**config.mk**
```make
export PLATFORM = sky130hd
export DESIGN_NAME = fixed_point_mul_vec
export DESIGN_NICKNAME = d
export VERILOG_FILES = /design/src/rtl/fixed_point_mul_vec.sv
export SDC_FILE = /design/constraint.sdc
export NUM_CORES = 2
export LEC_CHECK = 0
export CAP_MARGIN = 15
export CORE_MARGIN = 8
export CORE_UTILIZATION = 59
export CTS_CLUSTER_SIZE = 30
export DETAILED_ROUTE_END_ITERATION = 10
export PLACE_DENSITY = 0.77
export SLEW_MARGIN = 20
export SYNTH_ARGS = -nofsm -noshare
export SYNTH_HDL_FRONTEND = slang
export SYNTH_SLANG_ARGS = --single-unit
```
**constraint.sdc**
```tcl
create_clock -name clk -period 3.6 [get_ports clk]
set_input_delay 0.36 -clock clk [delete_from_list [all_inputs] [get_ports clk]]
set_output_delay 0.36 -clock clk [all_outputs]
set_load 0.005 [all_outputs]
```
**src/rtl/fixed_point_mul_vec.sv**
```systemverilog
// fixed_point_mul_vec: multi-lane signed fixed-point multiplier, two pipeline stages,
// per-transaction rounding, output saturation, valid/ready backpressure and sticky saturation status.
module fixed_point_mul_vec #(
    parameter int LANES     = 4,
    parameter int DATA_W    = 14,
    parameter int FRAC_BITS = 9,
    parameter int OUT_W     = 14
) (
    input  logic                     clk,
    input  logic                     rst,
    input  logic                     in_valid,
    output logic                     in_ready,
    input  logic [LANES*DATA_W-1:0]  a_in,
    input  logic [LANES*DATA_W-1:0]  b_in,
    input  logic [1:0]               rnd_mode,
    output logic                     out_valid,
    input  logic                     out_ready,
    output logic [LANES*OUT_W-1:0]   res_out,
    output logic [LANES-1:0]         sat_out,
    output logic                     sat_sticky,
    input  logic                     sat_clr
);
    localparam int PW = 2*DATA_W;
    localparam int W  = 2*DATA_W - FRAC_BITS + 1;
    localparam logic signed [W-1:0] MAX_V = {{(W-OUT_W+1){1'b0}}, {(OUT_W-1){1'b1}}};
    localparam logic signed [W-1:0] MIN_V = ~MAX_V;

    logic                    en, load;
    logic                    v1_q, v1_d, v2_q, v2_d, sticky_q, sticky_d;
    logic [1:0]              mode_q, mode_d;
    logic [LANES*PW-1:0]     prod, p_q, p_d;
    logic [LANES*OUT_W-1:0]  res_n, res_q, res_d;
    logic [LANES-1:0]        sat_n, sat_q, sat_d;

    for (genvar i = 0; i < LANES; i++) begin : g_lane
        logic [DATA_W-1:0]    a, b;
        logic signed [PW-1:0] p;
        logic signed [W-1:0]  t, r;
        logic                 g, s, inc;
        assign a = a_in[i*DATA_W +: DATA_W];
        assign b = b_in[i*DATA_W +: DATA_W];
        // sign-extended operands make the low PW bits the exact two's complement product
        assign prod[i*PW +: PW] = {{DATA_W{a[DATA_W-1]}}, a} * {{DATA_W{b[DATA_W-1]}}, b};
        assign p   = p_q[i*PW +: PW];
        assign t   = {p[PW-1], p[PW-1:FRAC_BITS]};
        assign g   = p[FRAC_BITS-1];
        assign s   = |p[FRAC_BITS-2:0];
        assign inc = mode_q == 2'd0 ? 1'b0 :
                     mode_q == 2'd1 ? g :
                     mode_q == 2'd2 ? g & (s | t[0]) : g & s;
        assign r   = t + {{(W-1){1'b0}}, inc};
        assign sat_n[i] = (r > MAX_V) || (r < MIN_V);
        assign res_n[i*OUT_W +: OUT_W] = r > MAX_V ? MAX_V[OUT_W-1:0] :
                                         r < MIN_V ? MIN_V[OUT_W-1:0] : r[OUT_W-1:0];
    end

    always_comb begin
        en       = !(v2_q && !out_ready);
        load     = en && v1_q;
        v1_d     = en ? in_valid : v1_q;
        v2_d     = en ? v1_q : v2_q;
        mode_d   = (en && in_valid) ? rnd_mode : mode_q;
        p_d      = (en && in_valid) ? prod : p_q;
        res_d    = load ? res_n : res_q;
        sat_d    = load ? sat_n : sat_q;
        sticky_d = (load && |sat_n) || (sticky_q && !sat_clr);
    end

    always_ff @(posedge clk or negedge rst) begin
        if (!rst) begin
            v1_q     <= 1'b0;
            v2_q     <= 1'b0;
            mode_q   <= 2'd0;
            p_q      <= '0;
            res_q    <= '0;
            sat_q    <= '0;
            sticky_q <= 1'b0;
        end else begin
            v1_q     <= v1_d;
            v2_q     <= v2_d;
            mode_q   <= mode_d;
            p_q      <= p_d;
            res_q    <= res_d;
            sat_q    <= sat_d;
            sticky_q <= sticky_d;
        end
    end

    assign in_ready   = en;
    assign out_valid  = v2_q;
    assign res_out    = res_q;
    assign sat_out    = sat_q;
    assign sat_sticky = sticky_q;
endmodule

```
==> summary.md <==
| Metric | Value |
|---|---|
| Synth cell types | `72` |
| Setup Skew | `0.0103 ns` |
| Initial DRC count | `2143` |
| Synth Flop Type | `dfrtp_1` |
| Most frequent cells in the layout | `inv_1 (790), fa_1 (730), buf_4 (570), nand2_1 (514), and2_1 (329)` |
| TritonCTS buffer count | `17` |
| Number of global-route vias before repair | `36600` |
| Core area | `64500 um^2` |
| DIE AREA | `73700 um^2` |
| Period utilization | `157%` |
| WL per Instance | `18.8 um` |
| GPL Wtd Cong | `0.909` |
| Clock sinks | `177` |
| Worst r2r dst | `res_out[54]` |
| Chip height | `272 um` |
| Wirelength, routed | `112000 um` |
| Top layer in use | `met4` |
| Clk buf depth | `2` |
| Outcome | `complete, but fails checks` |
| Post-Route M1 WL | `41400 um` |
| CP endpoint kind | `flop` |
| DR DRC count | `0` |
| Area Overhead vs Synth | `33.1%` |
| Post-route cell area | `51300 um^2` |
| CP required | `3.92 ns` |
| Fill cells | `3747` |
| Relative slew margins | `40.5%` |
| Crit path launch type | `primary input` |
| Commonest non-fill, non-tap cell in the layout | `inv_1` |
| Final worst path period need | `5.65 ns` |
| WHS | `0.391 ns` |
| Post-Syn Area per Cell | `9.07 um^2` |
| Critical path arrival | `5.97 ns` |
| Largest net degree at the start of global routing | `93` |
| Synth Register Bits | `177` |
| Layout cells sized above 1 | `30.7%` |
| Final Max Tran Viols | `0` |
| FMAX | `177 MHz` |
| Mapped Area | `38500 um^2` |
| Fin nets | `6250` |
| Die Wd | `272 um` |
| Post-route setup slack | `-2.05 ns` |
| Clk_lat worst skew | `0.44 ns` |
| RSZ-0062 raised after global routing | `yes` |
| Worst-path clk slew | `0.07 ns` |
| Drt pass-1 iters | `7` |
| R2r setup slk | `0.23 ns` |
| GRT Total Usage | `29.2%` |
| Via count | `33000` |
| Initial antenna violation count | `1` |
| First-pass GRT wire length | `177000 um` |
| Global route overflow | `0` |
| Hold Vio Cnt, Final | `0` |
| Detail-routed via count per cell | `5.55` |
| H-tree depth | `4` |
| Std cell rows | `93` |
| Largest driver fanout on the critical path | `8` |
| Post-synthesis sequential area ratio | `11.5%` |
| Synth Net Count | `5422` |
| Least-Margin Pin Slew | `0.892 ns` |
| Synth top area cells | `fa_1 (41%), dfrtp_1 (11%), ha_1 (9.0%)` |
| Cells after Synth | `4247` |
| Count of final setup violators | `91` |
| Number of synthesized flops with an enable pin | `0` |
| Buffers on Ports | `181` |
| Initial core utilization | `59.8%` |
| WS Path Type | `primary input to flop` |
| Post-DP HPWL | `78900 um` |
| ANT nets after route | `0` |
| CTS tree | `built` |
| MaxCap Viol Count | `0` |
| Dominant cell type by area after synthesis | `fa_1` |
| Ys async rst share | `100%` |
| Warnings, synthesis | `0` |
| Root Driver | `clkbuf_16` |
| Number of diodes | `0` |
| Reg2reg start | `p_q[84]` |
| Top-area cell type share of the netlist area | `40.5%` |
| Met2 WL | `57900 um` |
| Setup Slack @ Placement | `-2.90 ns` |
| R2R cell count | `14` |
| Failing checks | `negative setup slack` |
| I/O pin cnt | `182` |
| Met3 WL | `6620 um` |
| Area after DPL | `46300 um^2` |
| Hold Crit Class | `primary input to async pin` |
## worst max-delay path: stages
cell and delay, ns:
buf_2 0.11, buf_6 0.14, and2_1 0.22, fa_1 0.52
inv_1 0.10, fa_1 0.17, inv_1 0.06, fa_1 0.55
inv_1 0.06, fa_1 0.49, inv_2 0.05, fa_1 0.53
inv_1 0.06, fa_1 0.51, inv_2 0.06, ha_4 0.15
or3_4 0.35, o211a_4 0.28, or2_4 0.24, a221o_2 0.46
a211oi_2 0.25, xor2_1 0.16, o21ai_1 0.09
## synthesized netlist by cell type (4+ instances only)
library cell / n
nor3b_1: 8
o311ai_0: 5
o21bai_1: 15
nand4_1: 16
a211o_1: 6
a221oi_1: 4
and2_1: 424
o21ai_0: 157
nor2b_1: 10
nand2b_1: 28
nand3_1: 52
o31ai_1: 18
o31a_1: 5
a21boi_0: 8
clkbuf_1: 154
mux2i_1: 4
nor3_1: 18
a21o_1: 32
nand4b_1: 4
a211oi_1: 27
o211ai_1: 37
nor2_1: 101
dfrtp_1: 177
xnor2_1: 100
inv_1: 907
nand2_1: 560
or2_2: 5
fa_1: 780
o21a_1: 42
a31oi_1: 15
and3_1: 16
and4_1: 5
nor4_1: 7
or3_1: 8
a21oi_1: 91
buf_1: 6
xor2_1: 60
ha_1: 276
or4_1: 7
a31o_2: 5
## metal layers
layer | vias up | global-route usage, %
met3 | 455 | 4.69
met1 | 16700 | 35.0
li1 | 14600 | -
met5 | - | 0
met2 | 1227 | 51.9
met4 | 0 | 12.1
## timing repair
item,CTS,global route
gates resized for setup,968,349
endpoints found under the setup margin,96,110
hold buffers,1,0
endpoints found under the hold margin,37,0
pin swaps,443,338
buffers inserted,143,74
gates cloned,18,1
## state kept, by name, indices dropped and copies added (netlist names)
register    count
mode_q          2
out_valid       1
p_q           112
res_out        56
sat_out         4
sat_sticky      1
v1_q            1
## per-stage QoR
step	std cells	util (%)	setup TNS (ns)
2_1_floorplan	4247	-	-123.46
3_3_place_gp	5708	71.8	-199.59
3_5_place_dp	5708	71.8	-206.46
4_1_cts	5891	77.5	-118.84
5_1_grt	5943	79.6	-138.28
6_report	5943	79.6	-125.83
## logic make-up after synthesis
kind of cell	after synthesis	synth area share, %
simple gates	1282	16.5
compound gates	495	8.23
flops	177	11.5
buf+inv	1071	10.5
xor+xnor	160	3.64
fa+ha+maj	1056	49.5
mux	6	0.162
## how the worst max path moves through the flow
stage,from,to,slack [ns]
2_1_floorplan,b_in[44],p_q[108],-2.10
3_3_place_gp,b_in[5],p_q[27],-2.76
3_5_place_dp,b_in[5],p_q[27],-2.90
4_1_cts,b_in[46],p_q[111],-1.91
5_1_grt,a_in[48],p_q[108],-2.19
6_report,a_in[48],p_q[108],-2.05
## final cells by class
| class | instances | area, um^2 | area share [%] |
|---|---|---|---|
| multi-input combinational | 2999 | 33200 | 64.7 |
| timing repair buffer | 973 | 8650 | 16.9 |
| sequential | 177 | 4430 | 8.64 |
| inverter | 907 | 3420 | 6.66 |
| tap | 855 | 1070 | 2.09 |
| clock buffer | 22 | 484 | 0.944 |
| clock inverter | 10 | 76.3 | 0.149 |
Power is left out: the tool's default activity adds up to more than one toggle a clock period on the data nets, which glitch-free logic cannot reach.
